===== src/rtl/ysyx_25040105_core_ctrl_if.sv =====
// ----------------------------------------------------------------------------
// ysyx_25040105_core_ctrl_if
//   Handshake bundle between the core sequencer and the IFU, decoder, LSU and
//   the IR/RF/PC write strobes.
//   master : sequencer side (drives reqs/strobes, samples acks/decoder flags)
//   slave  : datapath side (drives acks/decoder flags, samples reqs/strobes)
//   Signals:
//     ifu_req/ifu_ack          fetch handshake
//     ir_wen                   instruction register latch strobe
//     dec_is_load/store/ebreak decoder class flags
//     dec_reg_wen              decoder register-write enable
//     lsu_req/lsu_wen/lsu_ack  memory handshake (lsu_wen 1 = store)
//     rf_wen/pc_wen            writeback strobes
// ----------------------------------------------------------------------------
interface ysyx_25040105_core_ctrl_if;
  logic ifu_req;
  logic ifu_ack;
  logic ir_wen;
  logic dec_is_load;
  logic dec_is_store;
  logic dec_is_ebreak;
  logic dec_reg_wen;
  logic lsu_req;
  logic lsu_wen;
  logic lsu_ack;
  logic rf_wen;
  logic pc_wen;

  modport master (
    output ifu_req, ir_wen, lsu_req, lsu_wen, rf_wen, pc_wen,
    input  ifu_ack, lsu_ack, dec_is_load, dec_is_store, dec_is_ebreak, dec_reg_wen
  );

  modport slave (
    input  ifu_req, ir_wen, lsu_req, lsu_wen, rf_wen, pc_wen,
    output ifu_ack, lsu_ack, dec_is_load, dec_is_store, dec_is_ebreak, dec_reg_wen
  );
endinterface


===== src/rtl/ysyx_25040105_core_ctrl.sv =====
// ----------------------------------------------------------------------------
// ysyx_25040105_core_ctrl
//   Multi-cycle sequencer for the NPC core:
//   IDLE -> FETCH -> DECODE -> EXEC -> [MEM] -> WB -> FETCH, HALT on ebreak.
//   Keeps a retired-instruction counter (ebreak counts as retired).
//
//   Ports:
//     clk      core clock, rising edge
//     rst      synchronous active-high reset
//     bus      handshake bundle (master modport), see the interface file
//     halt     core halted, sticky until rst
//     err      halted because a handshake timed out
//     retired  retired-instruction count, wraps silently
//     state    current FSM state (debug)
//
//   Build option:
//     CTRL_TIMEOUT_EN  when defined, a wait of TIMEOUT_CYCLES request cycles
//                      without ack sends the core to HALT with err=1 (no
//                      retire). When undefined, waits are unbounded and err=0.
// ----------------------------------------------------------------------------
module ysyx_25040105_core_ctrl #(
  parameter int CNT_W          = 32,
  parameter int RESET_DELAY    = 2,
  parameter int TIMEOUT_CYCLES = 255
) (
  input  logic                        clk,
  input  logic                        rst,
  ysyx_25040105_core_ctrl_if.master   bus,
  output logic                        halt,
  output logic                        err,
  output logic [CNT_W-1:0]            retired,
  output logic [2:0]                  state
);

  typedef enum logic [2:0] {
    S_IDLE   = 3'd0,
    S_FETCH  = 3'd1,
    S_DECODE = 3'd2,
    S_EXEC   = 3'd3,
    S_MEM    = 3'd4,
    S_WB     = 3'd5,
    S_HALT   = 3'd6
  } state_t;

  localparam int DLY_W = $clog2(RESET_DELAY + 1);

  state_t            state_q, state_d;
  logic [DLY_W-1:0]  idle_cnt;
  logic              idle_done;
  logic              ld_q, st_q, wen_q;
  logic              wait_hit;

  assign state     = state_q;
  assign idle_done = (idle_cnt == DLY_W'(RESET_DELAY - 1));

  // ---------------------------------------------------------------- timeout
`ifdef CTRL_TIMEOUT_EN
  localparam int TO_W = $clog2(TIMEOUT_CYCLES + 1);

  logic [TO_W-1:0] wait_cnt;
  logic            waiting;
  logic            err_q;

  // A cycle in FETCH/MEM without the matching ack counts as waiting. An ack on
  // the final allowed cycle still wins over the timeout.
  assign waiting  = ((state_q == S_FETCH) && !bus.ifu_ack) ||
                    ((state_q == S_MEM)   && !bus.lsu_ack);
  assign wait_hit = waiting && (wait_cnt == TO_W'(TIMEOUT_CYCLES - 1));
  assign err      = err_q;

  // Counter is zero whenever not waiting, so it is clear on every entry to
  // FETCH/MEM.
  always_ff @(posedge clk) begin
    if (rst) begin
      wait_cnt <= '0;
      err_q    <= 1'b0;
    end else begin
      wait_cnt <= waiting ? wait_cnt + 1'b1 : '0;
      if (wait_hit) err_q <= 1'b1;
    end
  end
`else
  assign wait_hit = 1'b0;
  assign err      = 1'b0;
`endif

  // ---------------------------------------------------------- state register
  always_ff @(posedge clk) begin
    if (rst) state_q <= S_IDLE;
    else     state_q <= state_d;
  end

  // -------------------------------------------------------------- next state
  always_comb begin
    state_d = state_q;
    case (state_q)
      S_IDLE:   if (idle_done) state_d = S_FETCH;
      S_FETCH:  begin
        if (bus.ifu_ack)   state_d = S_DECODE;
        else if (wait_hit) state_d = S_HALT;
      end
      // ebreak is taken from the live decoder output, the same cycle it latches
      S_DECODE: state_d = bus.dec_is_ebreak ? S_HALT : S_EXEC;
      S_EXEC:   state_d = (ld_q || st_q) ? S_MEM : S_WB;
      S_MEM:    begin
        if (bus.lsu_ack)   state_d = S_WB;
        else if (wait_hit) state_d = S_HALT;
      end
      S_WB:     state_d = S_FETCH;
      S_HALT:   state_d = S_HALT;
      default:  state_d = S_IDLE;
    endcase
  end

  // ----------------------------------------------------------------- outputs
  // Everything is Moore except ir_wen, which follows ifu_ack in FETCH so the
  // instruction is captured in the same cycle it is presented.
  always_comb begin
    bus.ifu_req = 1'b0;
    bus.ir_wen  = 1'b0;
    bus.lsu_req = 1'b0;
    bus.lsu_wen = 1'b0;
    bus.rf_wen  = 1'b0;
    bus.pc_wen  = 1'b0;
    halt        = 1'b0;
    case (state_q)
      S_FETCH: begin
        bus.ifu_req = 1'b1;
        bus.ir_wen  = bus.ifu_ack;
      end
      S_MEM: begin
        bus.lsu_req = 1'b1;
        bus.lsu_wen = st_q && !ld_q;   // load wins if the decoder flags both
      end
      S_WB: begin
        bus.rf_wen  = wen_q && !st_q;
        bus.pc_wen  = 1'b1;
      end
      S_HALT:  halt = 1'b1;
      default: ;
    endcase
  end

  // ------------------------------------------------- counters and dec latch
  always_ff @(posedge clk) begin
    if (rst) begin
      idle_cnt <= '0;
      ld_q     <= 1'b0;
      st_q     <= 1'b0;
      wen_q    <= 1'b0;
      retired  <= '0;
    end else begin
      idle_cnt <= (state_q == S_IDLE) ? idle_cnt + 1'b1 : '0;
      if (state_q == S_DECODE) begin
        ld_q  <= bus.dec_is_load;
        st_q  <= bus.dec_is_store;
        wen_q <= bus.dec_reg_wen;
      end
      // Retire on leaving WB, or on the DECODE->HALT edge for ebreak.
      if ((state_q == S_WB) || ((state_q == S_DECODE) && bus.dec_is_ebreak))
        retired <= retired + 1'b1;
    end
  end

endmodule


===== src/flat_wrapper.sv =====
// flat-port wrapper written by rule: the top's interface ports become plain ports
module ysyx_25040105_core_ctrl_flat 
#(
  parameter int CNT_W          = 32,
  parameter int RESET_DELAY    = 2,
  parameter int TIMEOUT_CYCLES = 255
)
  (clk, rst, halt, err, retired, state, bus_ifu_req, bus_ir_wen, bus_lsu_req, bus_lsu_wen, bus_rf_wen, bus_pc_wen, bus_ifu_ack, bus_lsu_ack, bus_dec_is_load, bus_dec_is_store, bus_dec_is_ebreak, bus_dec_reg_wen);
  ysyx_25040105_core_ctrl_if bus_i ();
  input  logic clk;
  input  logic rst;
  output logic halt;
  output logic err;
  output logic [CNT_W-1:0] retired;
  output logic [2:0] state;
  output wire logic [$bits(bus_i.ifu_req)-1:0] bus_ifu_req;
  output wire logic [$bits(bus_i.ir_wen)-1:0] bus_ir_wen;
  output wire logic [$bits(bus_i.lsu_req)-1:0] bus_lsu_req;
  output wire logic [$bits(bus_i.lsu_wen)-1:0] bus_lsu_wen;
  output wire logic [$bits(bus_i.rf_wen)-1:0] bus_rf_wen;
  output wire logic [$bits(bus_i.pc_wen)-1:0] bus_pc_wen;
  input wire logic [$bits(bus_i.ifu_ack)-1:0] bus_ifu_ack;
  input wire logic [$bits(bus_i.lsu_ack)-1:0] bus_lsu_ack;
  input wire logic [$bits(bus_i.dec_is_load)-1:0] bus_dec_is_load;
  input wire logic [$bits(bus_i.dec_is_store)-1:0] bus_dec_is_store;
  input wire logic [$bits(bus_i.dec_is_ebreak)-1:0] bus_dec_is_ebreak;
  input wire logic [$bits(bus_i.dec_reg_wen)-1:0] bus_dec_reg_wen;
  assign bus_ifu_req = bus_i.ifu_req;
  assign bus_ir_wen = bus_i.ir_wen;
  assign bus_lsu_req = bus_i.lsu_req;
  assign bus_lsu_wen = bus_i.lsu_wen;
  assign bus_rf_wen = bus_i.rf_wen;
  assign bus_pc_wen = bus_i.pc_wen;
  assign bus_i.ifu_ack = bus_ifu_ack;
  assign bus_i.lsu_ack = bus_lsu_ack;
  assign bus_i.dec_is_load = bus_dec_is_load;
  assign bus_i.dec_is_store = bus_dec_is_store;
  assign bus_i.dec_is_ebreak = bus_dec_is_ebreak;
  assign bus_i.dec_reg_wen = bus_dec_reg_wen;
  ysyx_25040105_core_ctrl #(.CNT_W(CNT_W), .RESET_DELAY(RESET_DELAY), .TIMEOUT_CYCLES(TIMEOUT_CYCLES)) u_core (.clk(clk), .rst(rst), .bus(bus_i), .halt(halt), .err(err), .retired(retired), .state(state));
endmodule

===== config.mk =====
export PLATFORM = sky130hd
export DESIGN_NAME = ysyx_25040105_core_ctrl_flat
export DESIGN_NICKNAME = d
export VERILOG_FILES = /design/src/rtl/ysyx_25040105_core_ctrl_if.sv /design/src/rtl/ysyx_25040105_core_ctrl.sv /design/src/flat_wrapper.sv
export SDC_FILE = /design/constraint.sdc
export NUM_CORES = 1
export LEC_CHECK = 0
export CAP_MARGIN = 25
export CORE_MARGIN = 2
export CORE_UTILIZATION = 50
export CTS_CLUSTER_SIZE = 24
export DETAILED_ROUTE_END_ITERATION = 6
export DONT_BUFFER_PORTS = 1
export PLACE_DENSITY = 0.66
export REMOVE_ABC_BUFFERS = 1
export SLEW_MARGIN = 20
export SYNTH_ARGS = -nofsm -noshare
export SYNTH_HDL_FRONTEND = slang
export SYNTH_SLANG_ARGS = --single-unit

===== constraint.sdc =====
create_clock -name clk -period 1.63 [get_ports clk]
set_input_delay 0.489 -clock clk [delete_from_list [all_inputs] [get_ports clk]]
set_output_delay 0.489 -clock clk [all_outputs]
set_load 0.1 [all_outputs]

==> out/qor.yml <==
status: "finished with violations"
violations: "setup timing"
fin_nets: 352
seqPwrFrac_pct: 36.6
die_h_um: 69.13
yosysUniqueCellTypes: 47
hold_viol_final: 0
die_area_sq_um: 4778
cts_tree: "yes"
wl_mm: 7.436
cts-buffers-inserted: 5
clkPwrFrac_pct: 24.5
grt_util_met2_pct: 47.44
routabilityCongestion: 0.9594
busiest_layer: "met2"
clock_path_buffers: 2
syn_area_sq_um: 2121
met1_usage_pct: 32.14
htreeDepth: 2
grtUsageTotal_pct: 28.21
peakVddDrop_v: 0.0009578
ant_nets: 0
fin_crit_ps: 1882
met3_usage_pct: 9.795
fin_ws_ps: -252.4
worst_pin_slew_ps: 525.7
maxCapViolCount: 0
fmax_mhz: 531.2
antenna_found_initial: 0
relSlewSlack_pct: 64.47
internal_power_w: 0.001865
n_antenna_cell: 0
initial_core_util_pct: 52.64
avgSynthCellArea_sq_um: 8.552
cp-start-kind: "register"
comb_power_share_pct: 38.9
ys_seq_elements: 40
post_dp_cell_area_sq_um: 2808
crit_fanout: 4
yosys.area.top_type: "dfxtp_1"
cp.required_ps: 1140
async_reset_ff_share_pct: 0
grt_pass1_vias: 2282
root_buffer: "clkbuf_8"
clk_pin_slew_ps: 80
fin_area_sq_um: 3483
synth_ff_type: "dfxtp_1"
fp.dieW_um: 69.13
worstSetupPathType: "register to primary output"
fin_util_pct: 86.46
grt_pass1_wl_mm: 10.82
power.density_nw_per_um2: 843.4
gr-total-overflow: 0
syn2layout_area_growth_pct: 64.25
wire_per_inst_um: 18.97
post-dp-hpwl_mm: 4.032
synth_common_cells: "dfxtp_1, a21oi_1, nor2_1"
cts_hold_buf: 0
switching_power_w: 0.001073
yosysMostFrequentCell: "dfxtp_1"
yosys-top-cells-area: "dfxtp_1, a21oi_1, o21ai_0, nor2_1, nand4_1"
num_rows: 23
clkLatencyLatePin_ps: 310
viasPerCell: 6.151
synth-edff-count: 0
port_buffers: 0
drtPass1Iterations: 5
synthCells: 248
yosysSeqAreaShare_pct: 37.76
drc: 0
ios: 51
clock_sinks: 40
post-route-period-util_pct: 115.5
finClkSkew_ps: 7.526
synth-warning-count: 0
drv_slew: 0
fp.coreArea_sq_um: 4029
holdCritPathClass: "input pin to register"
num_vias: 2411
setup_viol: 32
sw_frac_of_total_pct: 36.51
grt_max_degree: 44
leakagePower_nw: 1.348
arrival_ps: 1390
rsz0062_at_grt: "true"
drt_iter0_drc: 244
synth.top_cell.area_share_pct: 37.76
end_kind: "primary output"
drive_above_1_share_pct: 46.49
## power by group through the flow
stage               clock network [W]  logic [W]  registers [W]
detailed placement                  0   0.000899        0.00109
global placement                    0   0.000884        0.00108
floorplan                           0   0.000379        0.00132
CTS                          0.000725    0.00101        0.00107
global route                 0.000764    0.00120        0.00108
finish                       0.000721    0.00114        0.00107
## through the flow
stage / instances / total power (W) / worst slack [ps] / setup TNS (ps) / hold slack (ps)
6_report: 392 / 0.002938 / -252.4 / -4523 / 241.5
5_1_grt: 392 / 0.003039 / -333.7 / -5986 / 228.9
4_1_cts: 382 / 0.002804 / -269.3 / -3064 / 240.9
3_5_place_dp: 363 / 0.001986 / -242.8 / -3642 / 434.8
3_3_place_gp: 363 / 0.001968 / -189.9 / -2778 / 404.9
2_1_floorplan: 233 / 0.001698 / -3377 / -44850 / 397.4
## critical path, stage by stage, from the launching register on
cell,delay [ps]
dfxtp_4,360
buf_8,130
nor3_4,200
and3b_2,230
buf_12,170
## area by class of cell
type                    count  area [sq um]
inverters                   9         50.05
well taps                  50         62.56
multi-input cells         185          1454
clock buffers               7         96.34
fillers                   212         545.5
repair buffers            101          1012
flip-flops and latches     40         808.3
## cell usage in the layout (no fill, tap or decap), types with 2 or more instances in the layout
cell,Yosys,routed
clkbuf_16,0,3
or4_4,0,4
a21oi_2,0,7
nand3_1,5,5
and3_1,3,2
dfxtp_1,40,36
buf_12,1,7
o31ai_4,0,3
clkbuf_8,0,7
buf_4,1,70
or4_1,9,5
ha_1,2,2
nor3_1,3,2
o21ai_1,0,3
nand2_1,18,17
nand4_1,11,11
mux2_2,4,2
o2111ai_4,1,2
inv_1,8,7
nor4_2,0,2
or3_4,0,2
nand3b_1,2,2
or3_1,9,7
buf_6,2,15
nor2b_1,4,4
and2_1,2,2
o211ai_4,2,2
mux2_4,0,2
o31ai_1,9,6
and4_4,0,2
nor2_1,20,19
o21ai_0,17,13
buf_8,0,5
a21oi_1,27,20
nor4_4,0,2
dfxtp_2,0,3
nor3b_4,0,2
o211ai_1,2,2
xor2_1,6,6
and4_1,7,4
## repair_timing
action | CTS | global route
pin swaps | 27 | 21
hold endpoints to repair | 0 | 0
setup endpoints to repair | 29 | 36
resized for setup | 42 | 53
buffers inserted | 11 | 10
cloned | 1 | 0
## per-layer routing
layer	vias up	part of all wire, %
met1	1137	37
li1	1108	-
met2	130	51
met4	0	4.0
met3	36	7.7
met5	-	0
## cells by family (layout without fill, tap and decap cells)
family	count (synthesis)	in the layout	synth area share, %
AO/OA/AOI/OAI	65	66	20.41
XOR/XNOR	7	7	2.891
adder cells (fa/ha/maj)	2	2	1.180
buffers and inverters	24	117	6.372
flip-flops	40	40	37.76
multiplexers	4	4	2.124
other	1	1	0.1768
AND/OR/NAND/NOR	105	105	29.08
## flip-flops by register name, summed over array words and instances (netlist names)
signal	cells
u_core.idle_cnt	2
u_core.st_q	1
u_core.ld_q	1
u_core.retired	32
u_core.state	3
u_core.wen_q	1
## final timing paths
path                            slack [ps]  cells past startpoint                from                  to
worst max-delay path                  -250                      4     u_core.state[1]         bus_lsu_wen
worst min-delay path                   240                      1                 rst  u_core.retired[22]
worst max register to register        -250                      6     u_core.state[2]  u_core.retired[17]
worst min register to register         440                      1  u_core.idle_cnt[0]  u_core.idle_cnt[0]
Note: power is estimated with default switching activity, not from simulation.
